## src/rtl/mem_arb_pkg.sv

```systemverilog
// Shared types and encodings for the memory port arbiter.
package mem_arb_pkg;

  typedef enum logic [1:0] {
    IDLE = 2'd0,
    BUSY = 2'd1,
    DONE = 2'd2
  } arb_state_e;

  localparam logic [1:0] SZ_BYTE = 2'b00;
  localparam logic [1:0] SZ_HALF = 2'b01;
  localparam logic [1:0] SZ_WORD = 2'b10;

  localparam logic RW_READ  = 1'b1;
  localparam logic RW_WRITE = 1'b0;

endpackage

```

## src/rtl/moc_watchdog.sv

```systemverilog
// Counts cycles an access has been waiting for MOC. `expired` is high on the
// edge at which the count would reach TIMEOUT, so MOV is high for exactly
// TIMEOUT cycles before the arbiter gives up.
module moc_watchdog #(
  parameter int TIMEOUT = 15
) (
  input  logic clk,
  input  logic reset,
  input  logic clear,
  input  logic enable,
  output logic expired
);

  localparam int CW = $clog2(TIMEOUT + 1);

  logic [CW-1:0] count;

  // Cycle counter: cleared on each grant, saturates at TIMEOUT.
  always_ff @(posedge clk or negedge reset) begin
    if (!reset) begin
      count <= '0;
    end else if (clear) begin
      count <= '0;
    end else if (enable && (count != CW'(TIMEOUT))) begin
      count <= count + 1'b1;
    end
  end

  assign expired = enable && (count == CW'(TIMEOUT - 1));

endmodule

```

## src/rtl/mem_port_arbiter.sv

```systemverilog
// Arbitrates the single-port main memory between instruction fetch and data
// load/store. Latches the winner's request, drives the MOV/RW handshake,
// returns data with a one-cycle ack and aborts accesses whose MOC never comes.
module mem_port_arbiter
  import mem_arb_pkg::*;
#(
  parameter int AW      = 32,
  parameter int DW      = 32,
  parameter int TIMEOUT = 15
) (
  input  logic          clk,
  input  logic          reset,
  input  logic          i_req,
  input  logic [AW-1:0] i_addr,
  output logic [DW-1:0] i_rdata,
  output logic          i_ack,
  input  logic          d_req,
  input  logic          d_rw,
  input  logic [1:0]    d_size,
  input  logic [AW-1:0] d_addr,
  input  logic [DW-1:0] d_wdata,
  output logic [DW-1:0] d_rdata,
  output logic          d_ack,
  output logic          mem_mov,
  output logic          mem_rw,
  output logic [1:0]    mem_size,
  output logic [AW-1:0] mem_addr,
  output logic [DW-1:0] mem_wdata,
  input  logic [DW-1:0] mem_rdata,
  input  logic          mem_moc,
  output logic          err,
  output logic          busy_d
);

  arb_state_e state_q;
  arb_state_e state_d;

  logic last_d_q;
  logic grant;
  logic grant_d;
  logic done_ok;
  logic done_to;
  logic wd_clear;
  logic wd_en;
  logic wd_expired;

  moc_watchdog #(
    .TIMEOUT(TIMEOUT)
  ) u_watchdog (
    .clk    (clk),
    .reset  (reset),
    .clear  (wd_clear),
    .enable (wd_en),
    .expired(wd_expired)
  );

  // State register; reset mid-access drops straight back to IDLE.
  always_ff @(posedge clk or negedge reset) begin
    if (!reset) begin
      state_q <= IDLE;
    end else begin
      state_q <= state_d;
    end
  end

  // Next-state and grant decision; a tie goes to the port not served last.
  always_comb begin
    state_d  = state_q;
    grant    = 1'b0;
    grant_d  = 1'b0;
    wd_clear = 1'b0;
    wd_en    = 1'b0;
    done_ok  = 1'b0;
    done_to  = 1'b0;
    case (state_q)
      IDLE: begin
        if (i_req || d_req) begin
          grant    = 1'b1;
          grant_d  = d_req && (!i_req || !last_d_q);
          wd_clear = 1'b1;
          state_d  = BUSY;
        end
      end
      BUSY: begin
        wd_en = 1'b1;
        if (mem_moc) begin
          done_ok = 1'b1;
          state_d = DONE;
        end else if (wd_expired) begin
          done_to = 1'b1;
          state_d = DONE;
        end
      end
      DONE: begin
        state_d = IDLE;
      end
      default: begin
        state_d = IDLE;
      end
    endcase
  end

  // Latch the winner's request so the memory sees stable values for the
  // whole access; fetch is always a word read.
  always_ff @(posedge clk or negedge reset) begin
    if (!reset) begin
      mem_mov   <= 1'b0;
      mem_rw    <= 1'b0;
      mem_size  <= 2'b00;
      mem_addr  <= '0;
      mem_wdata <= '0;
      busy_d    <= 1'b0;
      last_d_q  <= 1'b1;
    end else begin
      mem_mov <= (state_d == BUSY);
      if (grant) begin
        busy_d   <= grant_d;
        last_d_q <= grant_d;
        if (grant_d) begin
          mem_rw    <= d_rw;
          mem_size  <= d_size;
          mem_addr  <= d_addr;
          mem_wdata <= d_wdata;
        end else begin
          mem_rw    <= RW_READ;
          mem_size  <= SZ_WORD;
          mem_addr  <= i_addr;
          mem_wdata <= '0;
        end
      end
    end
  end

  // Completion: one-cycle ack to the winner, err only on a genuine timeout,
  // read data captured only when MOC actually arrived on a read.
  always_ff @(posedge clk or negedge reset) begin
    if (!reset) begin
      i_ack   <= 1'b0;
      d_ack   <= 1'b0;
      err     <= 1'b0;
      i_rdata <= '0;
      d_rdata <= '0;
    end else begin
      i_ack <= 1'b0;
      d_ack <= 1'b0;
      err   <= 1'b0;
      if (done_ok || done_to) begin
        if (busy_d) begin
          d_ack <= 1'b1;
        end else begin
          i_ack <= 1'b1;
        end
        err <= done_to;
      end
      if (done_ok && (mem_rw == RW_READ)) begin
        if (busy_d) begin
          d_rdata <= mem_rdata;
        end else begin
          i_rdata <= mem_rdata;
        end
      end
    end
  end

endmodule

```

## config.mk

```make
export PLATFORM = sky130hd
export DESIGN_NAME = mem_port_arbiter
export DESIGN_NICKNAME = d
export VERILOG_FILES = /design/src/rtl/mem_arb_pkg.sv /design/src/rtl/moc_watchdog.sv /design/src/rtl/mem_port_arbiter.sv
export SDC_FILE = /design/constraint.sdc
export NUM_CORES = 1
export LEC_CHECK = 0
export BUFFER_PORTS_ARGS = -buffer_cell sky130_fd_sc_hd__buf_2
export CAP_MARGIN = 20
export CORE_UTILIZATION = 42
export DETAILED_ROUTE_END_ITERATION = 8
export PLACE_DENSITY = 0.77
export SYNTH_ARGS = -nofsm -noshare
export SYNTH_HDL_FRONTEND = slang
export SYNTH_SLANG_ARGS = --single-unit
```

## constraint.sdc

```tcl
create_clock -name clk -period 1.4 [get_ports clk]
set_input_delay 0.21 -clock clk [delete_from_list [all_inputs] [get_ports clk]]
set_output_delay 0.21 -clock clk [all_outputs]
set_load 0.005 [all_outputs]
```

### Word level (Yosys, flattened, before mapping)

Index checks and enable logic that the tools add are counted.

* eq/ne operators: 4
* bitwise logic cells: 1
* add/sub/neg operators: 1
* mux-type cells: 25
* reductions and logical operators: 13

Operator list (number)
* two-way mux 32 bit: 2
* two-way mux 1 bit: 16
* two-way mux 2 bit: 4
* two-way mux 4 bit: 2
* adder 4 x 1 -> 4 bit (second input constant): 1
* == test 2 x 1 -> 1 bit (second input constant): 2
* == test 4 bit (second input constant): 1
* logical AND 1 bit: 4
* inequality test 4 bit (second input constant): 1
* one-hot mux 2 bit (2 select lines): 1
* AND reduction 2 bit: 2
* logical OR 1 bit: 3
* zero test 1 bit: 2
* zero test 2 bit: 1
* nonzero test 2 bit: 1
* inverter 1 bit: 1

* flip-flop bits (word level): 143
* output and inout bits: 136

### Logic depth before layout (Yosys ltp)

Gate-level depths: netlist (run 1).

* word-level depth: 8
* depth in mapped cells: 5
* depth with buffers taken out: 5

### Cells and area by module

A second synthesis (run 1) with hierarchy kept.

* cell total of the unflattened synthesis: 448
* area total of the unflattened synthesis: 5916.9 um2

Modules (own cells, without submodules)
* mem_port_arbiter: instances 1, cells each 425, area each 5656.7 um2
* moc_watchdog: instances 1, cells each 23, area each 260.2 um2

### Least setup slack after synthesis (run 1)

OpenSTA, ideal clock, no wires.

* path type: flip-flop to flip-flop
* from: register state_q[1]
* to: register i_rdata[10]
* period minus slack after synthesis: 1.474 ns
* setup time: 0.127 ns
* buffers on the path: 2
* slack: -0.074 ns
* arrival: 1.346 ns
* cell stages (with the launch flop): 6
* cell sequence: dfrtp_1 > nor2b_4 > and4b_1 > buf_4 > buf_6 > mux2_1

* longest elaborated chain between the ends: 4

Ends and longest elaborated chain
* from (decl): line mem_port_arbiter.sv:35 `arb_state_e state_q;`
* from (signal assigned): line mem_port_arbiter.sv:62 `state_q <= state_d;`
* == test 2 x 1 -> 1 bit: line mem_port_arbiter.sv:75 `case (state_q)`
* two-way mux 1 bit: line mem_port_arbiter.sv:75
* logical AND 1 bit: line mem_port_arbiter.sv:155 `if (done_ok && (mem_rw == RW_READ)) begin`
* AND reduction 2 bit (no line)
* to (signal assigned): line mem_port_arbiter.sv:159 `i_rdata <= mem_rdata;`
* to (decl): line mem_port_arbiter.sv:15 `output logic [DW-1:0] i_rdata,`

Every way passes these cells.
A chain may end at the register's enable or synchronous reset.

### Final worst setup path (run 1)

* from: register state_q[1]
* to: register mem_wdata[31]

* longest elaborated chain between the ends: 3
* elaborated cells between the ends (all ways): 4
* those cells by class: mux: 3; reduce/logical: 1

Ends and longest elaborated chain
* zero test 2 bit (*): line mem_port_arbiter.sv:75
* two-way mux 1 bit: line mem_port_arbiter.sv:75
* two-way mux 32 bit: line mem_port_arbiter.sv:119 `if (grant_d) begin`
* to (signal assigned): line mem_port_arbiter.sv:123 `mem_wdata <= d_wdata;`
* to (decl): line mem_port_arbiter.sv:28 `output logic [DW-1:0] mem_wdata,`

Every way passes the cells marked *; elsewhere a longest branch is shown, timed or not.

==> summary.md, run 1 <==
| Metric | Value |
|---|---|
| Post-Synth Simple-Gate Area | 4.33% |
| Final Critical Period | 1.53 ns |
| Post-Synth XOR/XNOR Area | 0% |
| CP Capture Type | flip-flop |
| DRC Markers | 0 |
| Fin cells | 951 |
| GPL Wtd Cong | 0.764 |
| Hold Path Stages | 2 |
| Setup TNS | -9.38 ns |
| Most used cell, CP | buf_6 |
| Initial core utilization | 43.3% |
| Total number of vias | 4989 |
| Post-synth EDFFs | 0 |
| Initial antenna violation count | 0 |
| Layout cells sized above 1 | 55.0% |
| Min-Delay Startpoint | d_wdata[24] |
| Slew headroom | 70.7% |
| Synth Flop Type | dfrtp_1 |
| Root Buffer | clkbuf_16 |
| 1st-iter DRT viols | 307 |
| # Max-Cap Violations | 0 |
| Slowest stage delay, CP | 0.41 ns |
| Total power | 20.6 mW |
| Seq. cell area | 3580 µm² |
| CP startpoint kind | flip-flop |
| CP cell instances | buf_6 > or2_4 > buf_6 > nor2_4 > buf_6 > clkbuf_16 > a22o_1 |
| Largest family of logic cells by synthesized area | compound AO/OA/AOI/OAI gates |
| Synth Area per Inst | 13.0 µm² |
| Maximum clock frequency | 0.652 GHz |
| Global-route usage over all layers | 24.0% |
| Final period util | 110% |
| H-Tree Depth | 4 |
| Routed wire per std cell | 18.3 µm |
| Buffers on Ports | 271 |
| Boundary Pins | 272 |
| Crit-path slowest cell | dfrtp_1 |
| Most frequent cells in the layout | buf_2, dfrtp_1, a22o_1, mux2_1, nor2_1 |
| CP delay by family, top | buffers and inverters |
| Worst-path maximum fanout | 4 |
| Worst reg2reg setup slack | -0.13 ns |
| Worst-Skew Late Latency | 0.41 ns |
| CP Class | reg2reg |
| Die ar. | 14200 µm² |
| Pwr dens | 2310 nW/µm² |
| CP arrival | 1.88 ns |
| RSZ-0062 raised after global routing | yes |
| R2r endpoint | mem_wdata[31] |
| Worst r2r path cells | 7 |
| Synthesized cell area | 5750 µm² |
| Most common cell after layout, fill and taps aside | buf_2 |
| Hold Vio Cnt, Final | 0 |
| Syn_nets | 580 |
| Synth warn | 0 |
| CP Launch Point | state_q[1] |
| Vias per cell | 5.25 |
| Core area | 13300 µm² |
| Vias in the first global route | 5169 |
| First-pass DRT Iterations | 5 |
| Lkg Pwr | 4.50 nW |
| Async SR Flop Fraction | 100% |
| First-pass GRT wire length | 26.4 mm |
| Final #Nets | 900 |
| Std-Cell Rows | 42 |
| Sequential fraction of the synthesis area | 62.2% |
| Reg-to-reg startpoint | state_q[1] |
| Area share of fa/ha/maj cells after synthesis | 0.435% |
| Least-Margin Pin Slew | 0.440 ns |
| Largest net degree at the start of global routing | 44 |
| Fill count | 990 |
| Number of synthesized register bits | 143 |
| Global route overflow | 0 |
| Crit path buf inv count | 4 |
| Hold EP | mem_wdata[24] |
| Placed insts | 883 |
| Maximum buffer depth of the clock tree | 2 |
| Hold crit path type | in2reg |
| # diodes | 0 |
| Final wirelength | 17.4 mm |
| Final WS setup | -0.134 ns |
| Antenna Nets Post-Route | 0 |
| Final setup violation count | 132 |
| Failing checks | setup timing |
| Die width | 119 µm |
| Post-synthesis mux area share | 13.2% |
| Max IR drop VDD | 1.18 mV |
| Worst Path Required | 1.74 ns |
| Area growth syn-to-layout | 55.3% |
| Synth Area in Compound Gates | 16.6% |
| Clk sinks | 143 |
| CTS tree | done |
| Outcome | complete, but fails checks |
| Clock Skew | 0.00882 ns |
| HPWL after DPL | 10.9 mm |
| Cell variety after synth | 37 |
| Max-slew violations | 0 |
| Synth Instances | 442 |
| Num CTS Buffers | 17 |
| Reg clk slew, reported paths | 0.06 ns |
| Area of the multi-input gates | 2310 µm² |
| Die height | 119 µm |
-- metal layers --
layer	track usage, %	vias to the layer above	routed length [µm]
met3	5.17	25	1090
met2	40.6	228	9000
li1	-	2273	-
met4	9.81	0	255
met5	0	-	0
met1	29.9	2463	7100
-- sequential cells by signal, summed over array words and instances, names as in the netlist --
signal            flops
busy_d                1
d_ack                 1
d_rdata              32
err                   1
i_ack                 1
i_rdata              32
last_d_q              1
mem_addr             32
mem_mov               1
mem_rw                1
mem_size              2
mem_wdata            32
state_q               2
u_watchdog.count      4
-- Yosys cell counts (2+ instances only) --
| cell | instances | share of area, % |
|---|---|---|
| buf_6 | 3 | 0.59 |
| dfrtp_1 | 142 | 62 |
| buf_2 | 13 | 1.1 |
| o21ai_1 | 15 | 1.3 |
| clkbuf_1 | 13 | 0.85 |
| nand2_1 | 2 | 0.13 |
| buf_4 | 4 | 0.52 |
| nor2_1 | 33 | 2.2 |
| o31ai_1 | 31 | 4.0 |
| a22o_1 | 33 | 5.0 |
| a21oi_1 | 31 | 2.7 |
| a21o_1 | 2 | 0.26 |
| nor2_2 | 2 | 0.22 |
| mux2i_1 | 4 | 0.70 |
| ha_1 | 2 | 0.43 |
| nand3_1 | 4 | 0.35 |
| o21ai_0 | 23 | 2.0 |
| mux2_1 | 64 | 13 |
| and3_1 | 2 | 0.22 |
| o22a_1 | 2 | 0.30 |
-- power by group --
group          internal, mW  switching, mW
clock                  2.70           1.66
combinational          4.96           3.91
sequential             6.18           1.19
-- worst max path at each step --
| stage | to | depth (start not counted) |
|---|---|---|
| 2_1_floorplan | i_rdata[10] | 5 |
| 3_3_place_gp | i_rdata[12] | 4 |
| 3_5_place_dp | i_rdata[13] | 4 |
| 4_1_cts | i_rdata[2] | 5 |
| 5_1_grt | mem_wdata[29] | 7 |
| 6_report | mem_wdata[31] | 7 |
-- area by class of cell --
class | count | area share [%]
Inverter | 1 | 0.0420
Tap cell | 176 | 2.46
Sequential cell | 143 | 40.1
Timing Repair Buffer | 334 | 25.2
Multi-Input combinational cell | 265 | 25.8
Clock buffer | 21 | 5.15
Clock inverter | 11 | 1.27
-- logic make-up (layout without fill, tap and decap cells) --
kind of cell               after synthesis  count (layout)
AOI/OAI and AO/OA                      143             144
adders and majority gates                2               2
buffers and inverters                   35             367
DFF                                    143             143
muxes                                   68              68
and+or+nand+nor                         51              51
-- metrics by stage --
stage	instance area [µm²]	util, %	worst slack [ns]	hold WS (ns)
floorplan	5760	-	-0.0718	-0.0856
global placement	7480	56.3	-0.115	0.166
detailed placement	7480	56.3	-0.165	0.170
CTS	8580	64.5	-0.126	0.000329
global route	8940	67.2	-0.188	0.0120
finish	8940	67.2	-0.134	0.0224
-- repair_timing --
action,4_1_cts,5_1_grt
pin swaps,4,23
endpoints found under the hold margin,47,0
gates resized for setup,52,66
gates cloned,5,9
hold buffers,13,0
endpoints found under the setup margin,131,137
buffers inserted,9,3
Note: power is estimated with default switching activity, not from simulation.
==> run 2, diff against run 1 <==
Settings changed: ABC_AREA set to 1, CORE_UTILIZATION 42 to 43.
==> run 2 against run 1 <==
Compared with the run above:
- clock-buffer cell count is 2 lower
- cell count grew 31%
- critical path depth is 5 lower
- clock power is 2% higher
- largest cell class unchanged
- register-to-register slack better by 0.17 ns
- the flow now finishes without violations
- power down 8.7%
- critical path type is now reg2out
- design area rose by 0.11%
==> summary.md, run 2 <==
| Metric | Value |
|---|---|
| Outcome | finished, final reports clean (was complete, but fails checks) |
| 1st-iter DRT viols | 345 (was 307) |
| Int Pwr | 11.9 mW (was 13.8 mW) |
| Vias per cell | 4.87 (was 5.25) |
| Die width | 123 µm (was 119 µm) |
| Final #Nets | 1188 (was 900) |
| Post-synth EDFFs | 0 (unchanged) |
| # diodes | 0 (unchanged) |
| Root Buffer | clkbuf_16 (unchanged) |
| Synth top area cells | dfrtp_1, nand2_1, nand3_1, nand3b_1, inv_1 (was dfrtp_1, mux2_1, a22o_1, o31ai_1, a21oi_1) |
| Antenna Nets Post-Route | 0 (unchanged) |
| CP Class | reg2out (was reg2reg) |
| Pwr dens | 2100 nW/µm² (was 2310 nW/µm²) |
| CP Capture Type | output port (was flip-flop) |
| Synth Flop Type | dfrtp_1 (unchanged) |
| Global-route usage over all layers | 24.3% (was 24.0%) |
| Slew headroom | 78.8% (was 70.7%) |
| Worst-Skew Late Latency | 0.42 ns (was 0.41 ns) |
| Worst-path maximum fanout | 18 (was 4) |
| Fin area | 8950 µm² (was 8940 µm²) |
| Global route overflow | 0 (unchanged) |
| DRC Markers | 0 (unchanged) |
| Maximum clock frequency | 0.736 GHz (was 0.652 GHz) |
| Clk sinks | 143 (unchanged) |
| Reg clk slew, reported paths | 0.07 ns (was 0.06 ns) |
| # Max-Cap Violations | 0 (unchanged) |
| Final setup violation count | 0 (was 132) |
| Max IR drop VDD | 1.01 mV (was 1.18 mV) |
| Largest net degree at the start of global routing | 54 (was 44) |
| CTS tree | done (unchanged) |
| Final period util | 97.1% (was 110%) |
| Initial core utilization | 44.8% (was 43.3%) |
| Synthesized cell area | 6280 µm² (was 5750 µm²) |
| Sequential fraction of the synthesis area | 57.0% (was 62.2%) |
| Placement Cell Area | 7890 µm² (was 7480 µm²) |
| Worst Path Required | 1.19 ns (was 1.74 ns) |
| First-pass GRT wire length | 28.0 mm (was 26.4 mm) |
| Hold crit path type | in2reg (unchanged) |
| Async SR Flop Fraction | 100% (unchanged) |
| Routed wire per std cell | 14.7 µm (was 18.3 µm) |
| Area growth syn-to-layout | 42.3% (was 55.3%) |
| Die ar. | 15100 µm² (was 14200 µm²) |
| Area leader, netlist | dfrtp_1 (unchanged) |
| Most common cell after layout, fill and taps aside | nand2_1 (was buf_2) |
| Die height | 123 µm (was 119 µm) |
| CP startpoint kind | flip-flop (unchanged) |
| Cell variety after synth | 22 (was 37) |
| Share of the synthesized area in the top cell type | 56.5% (was 61.8%) |
| Top-count cell post-synth | nand2_1 (was dfrtp_1) |
| Synth warn | 0 (unchanged) |
| Initial antenna violation count | 0 (unchanged) |
| Total power | 18.8 mW (was 20.6 mW) |
| Post-synth top cells | nand2_1, dfrtp_1, nand3_1, inv_1, nand3b_1 (was dfrtp_1, mux2_1, a22o_1, nor2_1) |
| Setup TNS | 0 ns (was -9.38 ns) |
| Maximum buffer depth of the clock tree | 2 (unchanged) |
| Least-Margin Pin Slew | 0.318 ns (was 0.440 ns) |
| Total number of vias | 6053 (was 4989) |
| HPWL after DPL | 12.5 mm (was 10.9 mm) |
| Sw power | 6.87 mW (was 6.76 mW) |
| CP arrival | 1.15 ns (was 1.88 ns) |
| Syn_nets | 870 (was 580) |
| Comb pwr share | 38.6% (was 43.0%) |
| Most frequent cells in the layout | nand2_1, buf_2, dfrtp_1 (was buf_2, dfrtp_1, a22o_1, mux2_1, nor2_1) |
| Synth Area per Inst | 8.59 µm² (was 13.0 µm²) |
| GPL Wtd Cong | 0.835 (was 0.764) |
| Power share of the clock group | 23.6% (was 21.2%) |
| Boundary Pins | 272 (unchanged) |
| Hold_ws | 0.0132 ns (was 0.0224 ns) |
| Num CTS Buffers | 17 (unchanged) |
| H-Tree Depth | 4 (unchanged) |
| Lkg Pwr | 5.24 nW (was 4.50 nW) |
| Final wirelength | 18.3 mm (was 17.4 mm) |
| Clock Skew | 0.00978 ns (was 0.00882 ns) |
| Buffers on Ports | 271 (unchanged) |
| Synth Instances | 732 (was 442) |
| Vias in the first global route | 5730 (was 5169) |
| First-pass DRT Iterations | 5 (unchanged) |
| RSZ-0062 raised after global routing | yes (unchanged) |
| Final Critical Period | 1.36 ns (was 1.53 ns) |
| Sw Ratio | 36.5% (was 32.8%) |
| Number of synthesized register bits | 143 (unchanged) |
| Sequential Power Share | 37.8% (was 35.8%) |
| Layout cells sized above 1 | 33.2% (was 55.0%) |
| Std-Cell Rows | 43 (was 42) |
| Max-slew violations | 0 (unchanged) |
| Hold Vio Cnt, Final | 0 (unchanged) |
| Core area | 14000 µm² (was 13300 µm²) |
-- run 2: cell count changes in the layout (fill, tap and decap cells not counted), sizes merged, moves of 20 or more --
cell / before / now
inv: 2 / 50
nand2: 2 / 344
o21ai: 40 / 8
nand3b: 0 / 31
nor2: 36 / 6
a21oi: 31 / 0
dlygate4sd3: 13 / 33
a22o: 33 / 0
o31ai: 31 / 0
nand3: 4 / 102
mux2: 64 / 0
-- run 2: cell families after synthesis --
| group | Yosys count | synth area share, % |
|---|---|---|
| xor gates and xnor gates | 1 | 0.139 |
| and+or+nand+nor | 487 | 33.5 |
| DFF | 143 | 57.0 |
| buffers and inverters | 91 | 8.18 |
| AOI/OAI and AO/OA | 8 | 0.816 |
| adders and majority gates | 2 | 0.398 |
-- run 2: critical path, cell delays in order (launching register included) --
cell and delay (ns):
dfrtp_2 0.44, buf_8 0.17, buf_2 0.13
-- run 2: power groups by stage --
stage	clock, mW	combinational (mW)	sequential, mW
2_1_floorplan	0	3.55	7.18
3_3_place_gp	0	6.70	7.05
3_5_place_dp	0	6.92	7.08
4_1_cts	4.51	7.01	7.09
5_1_grt	4.69	8.19	7.30
6_report	4.44	7.27	7.10
-- run 2: metal layers --
layer  wire length [µm]  global-route usage, %
met5                  0                      0
met4                437                   9.91
met1               7240                   29.1
met3               1420                   5.95
met2               9200                   41.7
-- run 2: worst paths after layout --
kind / from / endpoint / slack, ns / cells after the start
max: busy_d / busy_d / 0.04 / 2
min: d_wdata[2] / mem_wdata[2] / 0.01 / 3
max reg2reg: state_q[0] / mem_addr[9] / 0.04 / 6
min reg2reg: i_rdata[0] / i_rdata[0] / 0.47 / 2
max in group asynchronous: reset / last_d_q / 0.58 / 3
min in group asynchronous: reset / d_rdata[22] / 0.23 / 2
-- run 2: cell type report --
cell class	count	area (µm²)
Fill cell	1182	5100
Sequential cell	143	3580
Multi-Input combinational cell	498	2200
Timing Repair Buffer	342	2170
Clock buffer	19	443
Tap cell	180	225
Inverter	48	180
Clock inverter	12	138
-- run 2: per-stage QoR --
step	util, %	std cells	setup WS [ns]
after detailed placement	56.2	1167	-0.0343
final	63.7	1242	0.0409
after CTS	62.7	1231	0.000726
after floorplan	-	732	0.173
after global routing	63.7	1242	-0.0465
after global placement	56.2	1167	0.00544
-- run 2: timing repair --
action                                  CTS  global route
endpoints found under the hold margin   174             0
gates resized for setup                   4             4
endpoints found under the setup margin   17            64
buffers inserted                          0             9
pin swaps                                 1             3
cloned                                    0             2
hold buffers                             33             0
